[config.mk]
export PLATFORM = sky130hd
export DESIGN_NAME = mem_ctrl
export DESIGN_NICKNAME = d
export VERILOG_FILES = /design/src/rtl/rv32ima_pkg.sv /design/src/rtl/ldst_lane_align.sv /design/src/rtl/mem_ctrl.sv
export SDC_FILE = /design/constraint.sdc
export NUM_CORES = 1
export LEC_CHECK = 0
export ABC_AREA = 1
export CORE_MARGIN = 4
export CORE_UTILIZATION = 40
export DETAILED_ROUTE_END_ITERATION = 7
export GPL_ROUTABILITY_DRIVEN = 0
export PLACE_DENSITY_LB_ADDON = 0.15
export SYNTH_ARGS = -nofsm -noshare
export SYNTH_HDL_FRONTEND = slang
export SYNTH_SLANG_ARGS = --single-unit
[constraint.sdc]
create_clock -name clk -period 6.8 [get_ports clk]
set_clock_uncertainty 0.2 [all_clocks]
set_input_delay 1.36 -clock clk [delete_from_list [all_inputs] [get_ports clk]]
set_output_delay 1.36 -clock clk [all_outputs]
set_load 0.01 [all_outputs]
[src/rtl/rv32ima_pkg.sv]
// -----------------------------------------------------------------------------
// rv32ima_pkg
// Shared types and constants for the rv32ima memory-side logic.
//   mem_ctrl_state_t : mem_ctrl FSM states (IDLE, ACCESS, WAIT, RESP)
//   mem_req_kind_t   : latched request kind (fetch, data read, data write)
//   LDST_*           : load/store width encodings carried on dmem_width
// -----------------------------------------------------------------------------
package rv32ima_pkg;

    localparam int LDST_WIDTH_W = 2;

    localparam logic [1:0] LDST_BYTE = 2'b00;
    localparam logic [1:0] LDST_HALF = 2'b01;
    localparam logic [1:0] LDST_WORD = 2'b10;

    typedef enum logic [1:0] {
        IDLE   = 2'd0,
        ACCESS = 2'd1,
        WAIT   = 2'd2,
        RESP   = 2'd3
    } mem_ctrl_state_t;

    typedef enum logic [1:0] {
        REQ_I  = 2'd0,
        REQ_DR = 2'd1,
        REQ_DW = 2'd2
    } mem_req_kind_t;

endpackage

[src/rtl/ldst_lane_align.sv]
// -----------------------------------------------------------------------------
// ldst_lane_align
// Purely combinational byte-lane steering between LSB-justified datapath
// values and the 32-bit RAM word.
//   width      in  : LDST_BYTE / LDST_HALF / LDST_WORD (2'b11 behaves as word)
//   offset     in  : byte address [1:0]
//   store_data in  : LSB-justified store value
//   rdata      in  : raw RAM read word
//   be         out : write byte enables; lanes past byte 3 are dropped
//   wdata      out : lane-replicated store data
//   load_data  out : rdata shifted down by offset bytes, upper bits raw
//   misalign   out : width 11, odd half offset, or word with offset != 0
// -----------------------------------------------------------------------------
module ldst_lane_align
    import rv32ima_pkg::*;
(
    input  logic [1:0]  width,
    input  logic [1:0]  offset,
    input  logic [31:0] store_data,
    input  logic [31:0] rdata,
    output logic [3:0]  be,
    output logic [31:0] wdata,
    output logic [31:0] load_data,
    output logic        misalign
);

    logic [2:0] n_bytes;

    always_comb begin
        n_bytes = 3'd4;
        wdata   = store_data;
        case (width)
            LDST_BYTE: begin
                n_bytes = 3'd1;
                wdata   = {4{store_data[7:0]}};
            end
            LDST_HALF: begin
                n_bytes = 3'd2;
                wdata   = {2{store_data[15:0]}};
            end
            default: begin
                n_bytes = 3'd4;
                wdata   = store_data;
            end
        endcase
    end

    // A lane is enabled when it falls inside [offset, offset+n_bytes); the
    // window never wraps, so misaligned accesses simply lose their top lanes.
    for (genvar gi = 0; gi < 4; gi++) begin : g_lane
        assign be[gi] = (3'(gi) >= {1'b0, offset}) &&
                        (3'(gi) <  ({1'b0, offset} + n_bytes));
    end

    assign load_data = rdata >> {offset, 3'b000};

    assign misalign = (width == 2'b11) ||
                      ((width == LDST_HALF) && offset[0]) ||
                      ((width == LDST_WORD) && (offset != 2'b00));

endmodule

[src/rtl/mem_ctrl.sv]
// -----------------------------------------------------------------------------
// mem_ctrl
// Serializes level-held fetch / load / store requests onto one single-port
// RAM with a fixed read latency. Data requests win over fetches.
// Optional feature macro: MEM_CTRL_MISALIGN_SKIP_EN -- misaligned data
// requests skip the RAM and complete with dhit one cycle after IDLE.
//   clk, rst                 : clock, asynchronous active-high reset
//   imem_ren/addr -> ihit, imem_load : fetch port
//   dmem_ren/wen/addr/width/store -> dhit, dmem_load : data port
//   ram_addr/ren/wen/be/wdata, ram_rdata : backing RAM port
// -----------------------------------------------------------------------------
module mem_ctrl
    import rv32ima_pkg::*;
#(
    parameter int RAM_LAT = 1,
    parameter int RAM_AW  = 14
) (
    input  logic                    clk,
    input  logic                    rst,
    input  logic                    imem_ren,
    input  logic [31:0]             imem_addr,
    output logic [31:0]             imem_load,
    output logic                    ihit,
    input  logic                    dmem_ren,
    input  logic                    dmem_wen,
    input  logic [31:0]             dmem_addr,
    input  logic [LDST_WIDTH_W-1:0] dmem_width,
    input  logic [31:0]             dmem_store,
    output logic [31:0]             dmem_load,
    output logic                    dhit,
    output logic [RAM_AW-1:0]       ram_addr,
    output logic                    ram_ren,
    output logic                    ram_wen,
    output logic [3:0]              ram_be,
    output logic [31:0]             ram_wdata,
    input  logic [31:0]             ram_rdata
);

    localparam int CNT_W = (RAM_LAT > 1) ? $clog2(RAM_LAT) : 1;

    mem_ctrl_state_t   state_reg;
    mem_req_kind_t     kind_reg;
    logic [1:0]        offset_reg;
    logic              skip_reg;
    logic [CNT_W-1:0]  cnt_reg;
    logic              ihit_reg;
    logic              dhit_reg;
    logic              ram_ren_reg;
    logic              ram_wen_reg;
    logic [RAM_AW-1:0] ram_addr_reg;
    logic [3:0]        ram_be_reg;
    logic [31:0]       ram_wdata_reg;

    logic        data_req;
    logic        any_req;
    logic        is_store;
    logic        skip_req;
    logic [31:0] req_addr;
    logic [1:0]  req_width;
    logic [1:0]  align_offset;
    logic [3:0]  align_be;
    logic [31:0] align_wdata;
    logic [31:0] align_load;
    logic        align_misalign;

    // Request arbitration: any data request (load, store or both) beats a fetch.
    assign data_req  = dmem_ren | dmem_wen;
    assign any_req   = data_req | imem_ren;
    assign is_store  = data_req & ~dmem_ren;
    assign req_addr  = data_req ? dmem_addr : imem_addr;
    assign req_width = data_req ? dmem_width[1:0] : LDST_WORD;

    // The aligner steers the incoming store while in IDLE and the latched
    // offset afterwards, so one instance serves both directions.
    assign align_offset = (state_reg == IDLE) ? req_addr[1:0] : offset_reg;

    ldst_lane_align u_align (
        .width      (req_width),
        .offset     (align_offset),
        .store_data (dmem_store),
        .rdata      (ram_rdata),
        .be         (align_be),
        .wdata      (align_wdata),
        .load_data  (align_load),
        .misalign   (align_misalign)
    );

`ifdef MEM_CTRL_MISALIGN_SKIP_EN
    assign skip_req = data_req & align_misalign;
`else
    assign skip_req = 1'b0;
    logic unused_misalign;
    assign unused_misalign = align_misalign;
`endif

    if (RAM_AW < 30) begin : g_unused_hi
        logic unused_addr_hi;
        assign unused_addr_hi = ^req_addr[31:RAM_AW+2];
    end

    always_ff @(posedge clk or posedge rst) begin
        if (rst) begin
            state_reg     <= IDLE;
            kind_reg      <= REQ_I;
            offset_reg    <= 2'b00;
            skip_reg      <= 1'b0;
            cnt_reg       <= '0;
            ihit_reg      <= 1'b0;
            dhit_reg      <= 1'b0;
            ram_ren_reg   <= 1'b0;
            ram_wen_reg   <= 1'b0;
            ram_addr_reg  <= '0;
            ram_be_reg    <= 4'b0000;
            ram_wdata_reg <= 32'h0;
        end else begin
            // Strobes and hits are single-cycle pulses by default.
            ram_ren_reg <= 1'b0;
            ram_wen_reg <= 1'b0;
            ihit_reg    <= 1'b0;
            dhit_reg    <= 1'b0;
            case (state_reg)
                IDLE: begin
                    if (any_req) begin
                        offset_reg <= req_addr[1:0];
                        kind_reg   <= !data_req ? REQ_I : (dmem_ren ? REQ_DR : REQ_DW);
                        skip_reg   <= skip_req;
                        if (skip_req) begin
                            dhit_reg  <= 1'b1;
                            state_reg <= RESP;
                        end else begin
                            ram_addr_reg <= req_addr[RAM_AW+1:2];
                            ram_ren_reg  <= ~is_store;
                            ram_wen_reg  <= is_store;
                            ram_be_reg   <= is_store ? align_be : 4'b1111;
                            if (is_store) begin
                                ram_wdata_reg <= align_wdata;
                            end
                            state_reg <= ACCESS;
                        end
                    end
                end
                ACCESS: begin
                    cnt_reg <= CNT_W'(RAM_LAT - 1);
                    if (RAM_LAT == 1) begin
                        ihit_reg  <= (kind_reg == REQ_I);
                        dhit_reg  <= (kind_reg != REQ_I);
                        state_reg <= RESP;
                    end else begin
                        state_reg <= WAIT;
                    end
                end
                WAIT: begin
                    cnt_reg <= cnt_reg - 1'b1;
                    // Leaving on the 1->0 step lands RESP exactly RAM_LAT
                    // cycles after the strobe.
                    if (cnt_reg == CNT_W'(1)) begin
                        ihit_reg  <= (kind_reg == REQ_I);
                        dhit_reg  <= (kind_reg != REQ_I);
                        state_reg <= RESP;
                    end
                end
                RESP: begin
                    state_reg <= IDLE;
                end
                default: begin
                    state_reg <= IDLE;
                end
            endcase
        end
    end

    assign ihit      = ihit_reg;
    assign dhit      = dhit_reg;
    assign ram_ren   = ram_ren_reg;
    assign ram_wen   = ram_wen_reg;
    assign ram_addr  = ram_addr_reg;
    assign ram_be    = ram_be_reg;
    assign ram_wdata = ram_wdata_reg;

    // Load data is taken straight from the RAM during RESP and forced to zero
    // otherwise; a skipped request has no RAM data behind it.
    assign imem_load = ihit_reg ? ram_rdata : 32'h0;
    assign dmem_load = (dhit_reg && !skip_reg) ? align_load : 32'h0;

endmodule

## Yosys cells after proc, flatten, opt, wreduce, memory -nomap -nowiden

Index checks and enable logic that the tools add are counted.

- Register bits after elaboration: 61
- Bits of input ports: 135
- Output and inout port bits: 118
- Word-level logic and storage cells: 65

- Add/sub/neg operators: 2
- $lt $le $gt $ge: 7
- Eq/ne operators: 6
- Shifts and indexed selects: 1
- Muxes and demuxes: 22
- Bitwise logic cells: 5
- Reduce and logical (&&, ||, !) cells: 11

Operator list:

| operator | count |
|---|---|
| $mux W32 | 2 |
| $pmux W32 S2 | 1 |
| $shr A32 B5 Y32 | 1 |
| $mux W16 | 1 |
| $mux W2 | 6 |
| $pmux W2 S4 | 1 |
| $logic_not A2 Y1 | 3 |
| $lt A1 B3 Y1 const A | 2 |
| $lt A2 B3 Y1 const A | 2 |
| $mux W1 | 6 |
| $pmux W1 S2 | 3 |
| $pmux W3 S2 | 1 |
| $eq A2 B1 Y1 const B | 2 |
| $eq A2 B2 Y1 const B | 2 |
| $ge A1 B2 Y1 const A | 2 |
| $mux W4 | 1 |
| $ne A2 B2 Y1 const B | 2 |
| $reduce_and A2 Y1 | 2 |
| $reduce_bool A2 Y1 | 2 |
| $add A2 B3 Y3 | 1 |
| $logic_and A1 B1 Y1 | 3 |
| $reduce_and A3 Y1 | 1 |
| $ge A2 B2 Y1 const A | 1 |
| $not A1 Y1 | 2 |
| 3 further kinds | 4 |

## Depth between registers and ports, before layout

Gate-level depths: netlist of run 1.

- Depth after elaboration: 8
- Gate-level depth with buffers: 15
- Depth with buffers taken out: 13

## Modules after synthesis

A second synthesis of run 1 with hierarchy kept.

- Cell total of the unflattened synthesis: 680
- Area total of the unflattened synthesis: 4,106.4 um2

By module, submodules not included:

| module | instances | cells an instance | area each (um2) | seq. area each (um2) |
|---|---|---|---|---|
| mem_ctrl | 1 | 465 | 3,124.2 | 1,526.5 |
| ldst_lane_align | 1 | 215 | 982.2 | 0.0 |

## Least setup slack after synthesis of run 1

Ideal clock, no wire load.

- Kind: input to output
- Start: in dmem_wen
- End: out dmem_load[16]
- Arrival time: 2.407 ns
- Required time: 5.240 ns
- Slack: 2.833 ns
- Stages: 8
- Path buffers: 1
- Cell sequence: nor2_2 -> nand2_1 -> nand3_2 -> nand2_4 -> inv_4 -> nand2_2 -> buf_2 -> a21oi_1

- Word-level cells in the longest chain between the ends: 5

RTL lines:

| what | RTL line | text |
|---|---|---|
| start, declared | mem_ctrl.sv:25 | `input logic dmem_wen,` |
| $or A1 B1 Y1 | mem_ctrl.sv:67 | `assign data_req = dmem_ren \| dmem_wen;` |
| $mux W16 | mem_ctrl.sv:70 | `assign req_addr = data_req ? dmem_addr : imem_addr;` |
| $mux W2 | mem_ctrl.sv:75 | `assign align_offset = (state_reg == IDLE) ? req_addr[1:0] : offset_reg;` |
| $shr A32 B5 Y32 | ldst_lane_align.sv:55 | `assign load_data = rdata >> {offset, 3'b000};` |
| $mux W32 | mem_ctrl.sv:183 | `assign dmem_load = (dhit_reg && !skip_reg) ? align_load : 32'h0;` |
| end, declared | mem_ctrl.sv:29 | `output logic [31:0] dmem_load,` |

Every way passes these cells.

## Final worst setup path of run 1

- Start: in dmem_ren
- End: out dmem_load[25]

- Word-level cells in the longest chain between the ends: 5

RTL lines:

| what | RTL line | text |
|---|---|---|
| start, declared | mem_ctrl.sv:24 | `input logic dmem_ren,` |
| $or A1 B1 Y1 | mem_ctrl.sv:67 |  |
| $mux W16 | mem_ctrl.sv:70 |  |
| $mux W2 | mem_ctrl.sv:75 |  |
| $shr A32 B5 Y32 | ldst_lane_align.sv:55 |  |
| $mux W32 | mem_ctrl.sv:183 |  |

Every way passes these cells.

==> metrics, run 1 <==
Final ANT Viol Nets=0; Core Region=9370 um2; WS Path Type=in2out; Hold WC Path Type=reg2reg; chip height=107 um; final wirelength=14.1 mm; via count=4595; drt drc=0; Inserted Diodes=0; total global-route track usage=0.241; status=finished clean; initial antenna violation count=0; Commonest cells post-synth=nand2_1, inv_1, dfrtp_1; YS warnings=0; Crit. End Element=output pin; Layout area overhead=62.6%; drt first pass iters=5; Largest stage delay, worst path=0.59 ns; DP Area=6140 um2; Post-Syn Instances=579; sw power=1.05 mW; final count of hold timing violations=0; synthesized area per cell=6.72 um2; Initial Util=0.415; Setup Slack @ Placement=1.06 ns; switch share=0.423; H-tree Lvls=3; wire length per cell=15.4 um; most common flop cell mapped by yosys=dfrtp_1; crit path max fanout=19; max-cap violation count=0; fin crit period=5.72 ns; die footprint=11400 um2; max reg flops=32; RSZ-0062 raised after global routing=no; Final Cell Area=6330 um2; final setup margin=1.08 ns; CTS root buffer=clkbuf_8; Clock Latency Late Sink=0.33 ns; top cells by area, synth=dfrtp_1, nand2_1, inv_1, nor2_1, nand3_1; vias in the first global route=4511; IO buf count=220; CTS tree=done; PwrDens=391 nW/um2; fin crit share=0.841; Resize count post-CTS=0; Tightest Pin Transition=1.20 ns; Peak supply drop=0.204 mV; Pleak=3.10 nW; chip width=107 um; Hold Buf Count CTS=0; internal power=1.43 mW; fin. max-slew vios=0; share of layout cells above drive strength 1=0.0455; synthesized cell area=3890 um2; first-pass GRT wire length=22.0 mm; Slowest cell on crit path=clkdlybuf4s50_1; Post-synth ARST share=1.00; utilization after layout=0.675; sequential group share of total power=0.273; setup TNS=0 ns; DP Wirelength=10.6 mm; Yosys reg bits=61; Post-Syn Nets=720; Critical Path Source Type=input pin; num rows=35; Most Frequent Cell on Critical Path=clkdlybuf4s50_1; largest net degree at the start of global routing=62; Cell Chain, Critical Path=clkdlybuf4s50_1 > nor2_2 > nand2_1 > nand3_2 > nand2_4 > inv_4 > nand2_2 > nor3_1 > clkdlybuf4s50_1; First DRT Iteration DRCs=316; post-synth top area share=0.392; nets=927; Vias/cell=4.99; Tot Pwr=2.47 mW; CTS Buffer Depth=2; clock sinks=61; grt total ovfl=0; num ports=253; CP Data Required Time=5.24 ns; Yosys top cell by area=dfrtp_1; top-count cell post-synth=nand2_1; Post-synth EDFFs=0; Clock transition at path regs=0.06 ns; Fmax=175 MHz; number of library cell types mapped by synthesis=29; Critical Path AT=4.16 ns; setup violators final=0; clock power share=0.130; Slew headroom=0.202; Combinational Power Share=0.597; sequential area share after synthesis=0.392; number of buffers created by CTS=9; Setup Fix Bufs, Post-CTS=0
[worst max-delay path, delay by kind of cell]
family                 cells  cell delay (ns)
buffers and inverters      3             1.34
AND/OR/NAND/NOR            6             1.46
[metal layers]
metal	global-route usage	wire, um	vias up	part of all wire
met2	0.412	6980	210	0.49
met4	0.0895	339	0	0.024
li1	-	-	2217	-
met5	0	0	-	0
met1	0.288	5430	2141	0.38
met3	0.0692	1390	27	0.098
[cells by family after synthesis]
family	share of synthesized area
flops	0.392
simple gates	0.344
fa+ha+maj	0.0212
buf+inv	0.117
compound gates	0.126
[path summary, 6_finish.rpt]
| check | slack (ns) | start | cells past startpoint | end |
|---|---|---|---|---|
| min reg2reg | 0.26 | kind_reg[0] | 1 | ihit |
| min | 0.26 | kind_reg[0] | 1 | ihit |
| max | 1.08 | dmem_ren | 9 | dmem_load[25] |
| max reg2reg | 3.27 | state_reg[0] | 5 | ram_wdata[30] |
| min in group asynchronous | 1.35 | rst | 3 | ram_wdata[14] |
| max in group asynchronous | 4.55 | rst | 3 | ram_wdata[29] |
[per-stage QoR]
step | cells | hold slack, ns
after global placement | 904 | 0.244
after floorplan | 579 | 0.225
after detailed placement | 904 | 0.254
after global routing | 920 | 0.291
after CTS | 920 | 0.263
final | 920 | 0.262
[area by class of cell]
cell class,count,area (um2)
clock buffers,11,141
clock inverters,5,50.0
fillers,869,3040
inverters,84,318
multi-input cells,408,1920
flip-flops and latches,61,1530
well taps,129,161
repair buffers,222,2220
[power by group through the flow]
stage	clock [mW]	sequential, mW	combinational, mW
final	0.322	0.675	1.48
after global routing	0.345	0.703	1.62
after CTS	0.324	0.675	1.49
after detailed placement	0	0.675	1.48
after global placement	0	0.669	1.45
after floorplan	0	0.709	0.729
[layout by cell type (no fill, tap or decap), drive strengths merged]
cell type,count
ha,5
inv,83
clkinv,5
clkbuf,11
nor2,52
nand2,213
nand3,34
nor3,9
dfrtp,61
fa,1
nand4,1
a31oi,14
o22ai,1
nand3b,8
o21a,6
buf,2
o21ai,38
a2bb2oi,8
a21oi,18
clkdlybuf4s50,220
bufinv,1
Power figures use the tool's default switching activity.
==> run 2: changes to the inputs <==
CORE_UTILIZATION = 33   (was 40)
clock period = 4.8 ns   (was 6.8 ns; I/O delays follow)
==> metrics, run 2 (same netlist as run 1, synthesis figures left out) <==
switch share=0.408 (-0.0153); nets=933 (+0.65%); Min-Delay Startpoint=kind_reg[0]; most frequent cells in the layout=clkdlybuf4s50_1, nand2_1, inv_1; Reg2Reg Setup Slack=1.62 ns (-1.65 ns); Vias/cell=4.77 (-4.5%); share of layout cells above drive strength 1=0.0490 (+0.00348); Final Cell Area=6460 um2 (+2.1%); sequential group share of total power=0.262 (-0.011); RSZ-0062 raised after global routing=no; sw power=1.48 mW (+41%); H-tree Lvls=3 (unchanged); Core Region=11500 um2 (+22%); fin. max-slew vios=0 (unchanged); chip height=117 um (+9.3%); Peak supply drop=0.303 mV (+49%); final count of hold timing violations=0 (unchanged); first-pass GRT wire length=21.2 mm (-3.5%); Inserted Diodes=0 (unchanged); fin crit period=4.39 ns; Hold Buf Count CTS=0 (unchanged); CTS root buffer=clkbuf_16; num ports=253 (unchanged); fin crit share=0.915; WP buf/inv=3 (unchanged); Hold WC Path Type=reg2reg; drt first pass iters=4 (-1); Resize count post-CTS=0 (unchanged); Initial Util=0.340 (-0.0759); Pleak=3.15 nW (+1.8%); commonest non-fill, non-tap cell in the layout=clkdlybuf4s50_1; Clock transition at path regs=0.05 ns (about the same); Fmax=228 MHz; number of buffers created by CTS=9 (unchanged); Largest stage delay, worst path=0.57 ns (-0.02 ns); IO buf count=220 (unchanged); Combinational Power Share=0.579 (-0.018); Slowest cell on crit path=clkdlybuf4s50_1; PwrDens=560 nW/um2 (+43%); R2R Path Start=state_reg[0]; First DRT Iteration DRCs=395 (+25%); die footprint=13600 um2 (+20%); Cell Chain, Critical Path=clkdlybuf4s50_1 > inv_2 > nand2_4 > nand2_1 > nand3_2 > nand2_4 > nand2_1 > nand3_1 > nand2_1 > nor2_1 > clkdlybuf4s50_1; setup TNS=0 ns (unchanged); Final ANT Viol Nets=0 (unchanged); max-cap violation count=0 (unchanged); Critical Path Source Type=input pin; CP Launch Point=dmem_ren; crit path max fanout=43 (+24); fillers=1121 (+29%); Setup Fix Bufs, Post-CTS=0 (unchanged); grt total ovfl=0 (unchanged); Crit. End Element=output pin; Critical Path AT=3.23 ns (-0.93 ns); final wirelength=13.9 mm (-1.6%); DP Area=6200 um2 (+1.0%); Most Frequent Cell on Critical Path=nand2_1; Slew headroom=0.342 (+0.140); CTS tree=done; clock power share=0.159 (+0.029); drt drc=0 (unchanged); CP Data Required Time=3.64 ns (-1.60 ns); setup violators final=0 (unchanged); DP Wirelength=10.7 mm (+0.75%); WS Path Type=in2out; num rows=39 (+11%); total global-route track usage=0.197 (-0.0444); via count=4477 (-2.6%); wire length per cell=14.8 um (-3.6%); Tightest Pin Transition=0.981 ns (-0.215 ns); largest net degree at the start of global routing=44 (-29%); internal power=2.14 mW (+50%); max reg flops=32 (unchanged); initial antenna violation count=0 (unchanged); Layout area overhead=65.9%; vias in the first global route=4298 (-4.7%); Largest delay share family, worst path=buffers and inverters; status=finished clean; chip width=117 um (+9.3%); CTS Buffer Depth=2 (unchanged); Clock Latency Late Sink=0.33 ns (about the same); clock sinks=61 (unchanged)
==> run 2: cell types whose count changed in the layout (fill, tap and decap cells not counted) <==
cell	previous run	this run
clkinv_2	4	2
buf_4	2	8
clkbuf_16	0	9
bufinv_16	1	0
clkbuf_1	1	3
clkbuf_8	10	1
==> run 2: metrics by stage <==
stage,setup WS [ns],total power [mW],util,cells,hold WS [ns]
floorplan,1.63,2.04,-,579,0.225
global placement,0.451,3.03,0.541,924,0.238
detailed placement,0.389,3.06,0.541,924,0.255
CTS,0.376,3.66,0.563,939,0.262
global route,0.195,3.91,0.563,939,0.272
finish,0.406,3.62,0.563,939,0.256
==> run 2: path summary, 6_finish.rpt <==
path,endpoint,cells after the start
hold reg to reg,ihit,1
min in group asynchronous,ram_addr[11],2
setup reg to reg,ram_be[2],12
hold / removal,ihit,1
max in group asynchronous,ram_wdata[14],3
setup / recovery,dmem_load[0],11
==> run 2: power groups by stage <==
stage          Clock (mW)  Combinational, mW  Sequential (mW)
2_1_floorplan           0               1.03             1.00
3_3_place_gp            0               2.08            0.941
3_5_place_dp            0               2.11            0.952
4_1_cts             0.583               2.12            0.950
5_1_grt             0.605               2.32            0.988
6_report            0.575               2.10            0.948
==> run 2: final cells by class <==
type                       instances  area, um2  area share
clock inverter                     2       10.0     0.00155
inverter                          84        318      0.0492
clock buffer                      13        250      0.0387
sequential                        61       1530       0.236
multi-input combinational        408       1920       0.296
timing repair buffer             228       2260       0.350
tap                              143        179      0.0277
==> run 2: worst reg2reg max path: cells and delay by family (launching register included) <==
| kind | cells | cell delay (ns) |
|---|---|---|
| fa+ha+maj | 3 | 0.92 |
| buf+inv | 3 | 0.34 |
| flops | 1 | 0.40 |
| compound gates | 2 | 0.22 |
| simple gates | 4 | 0.97 |
==> run 2: metal layers <==
metal | track usage | vias to the layer above | routed length (um)
li1 | - | 2235 | -
met1 | 0.239 | 2035 | 5600
met2 | 0.338 | 194 | 6580
met3 | 0.0575 | 13 | 1520
met4 | 0.0604 | 0 | 206
met5 | 0 | - | 0
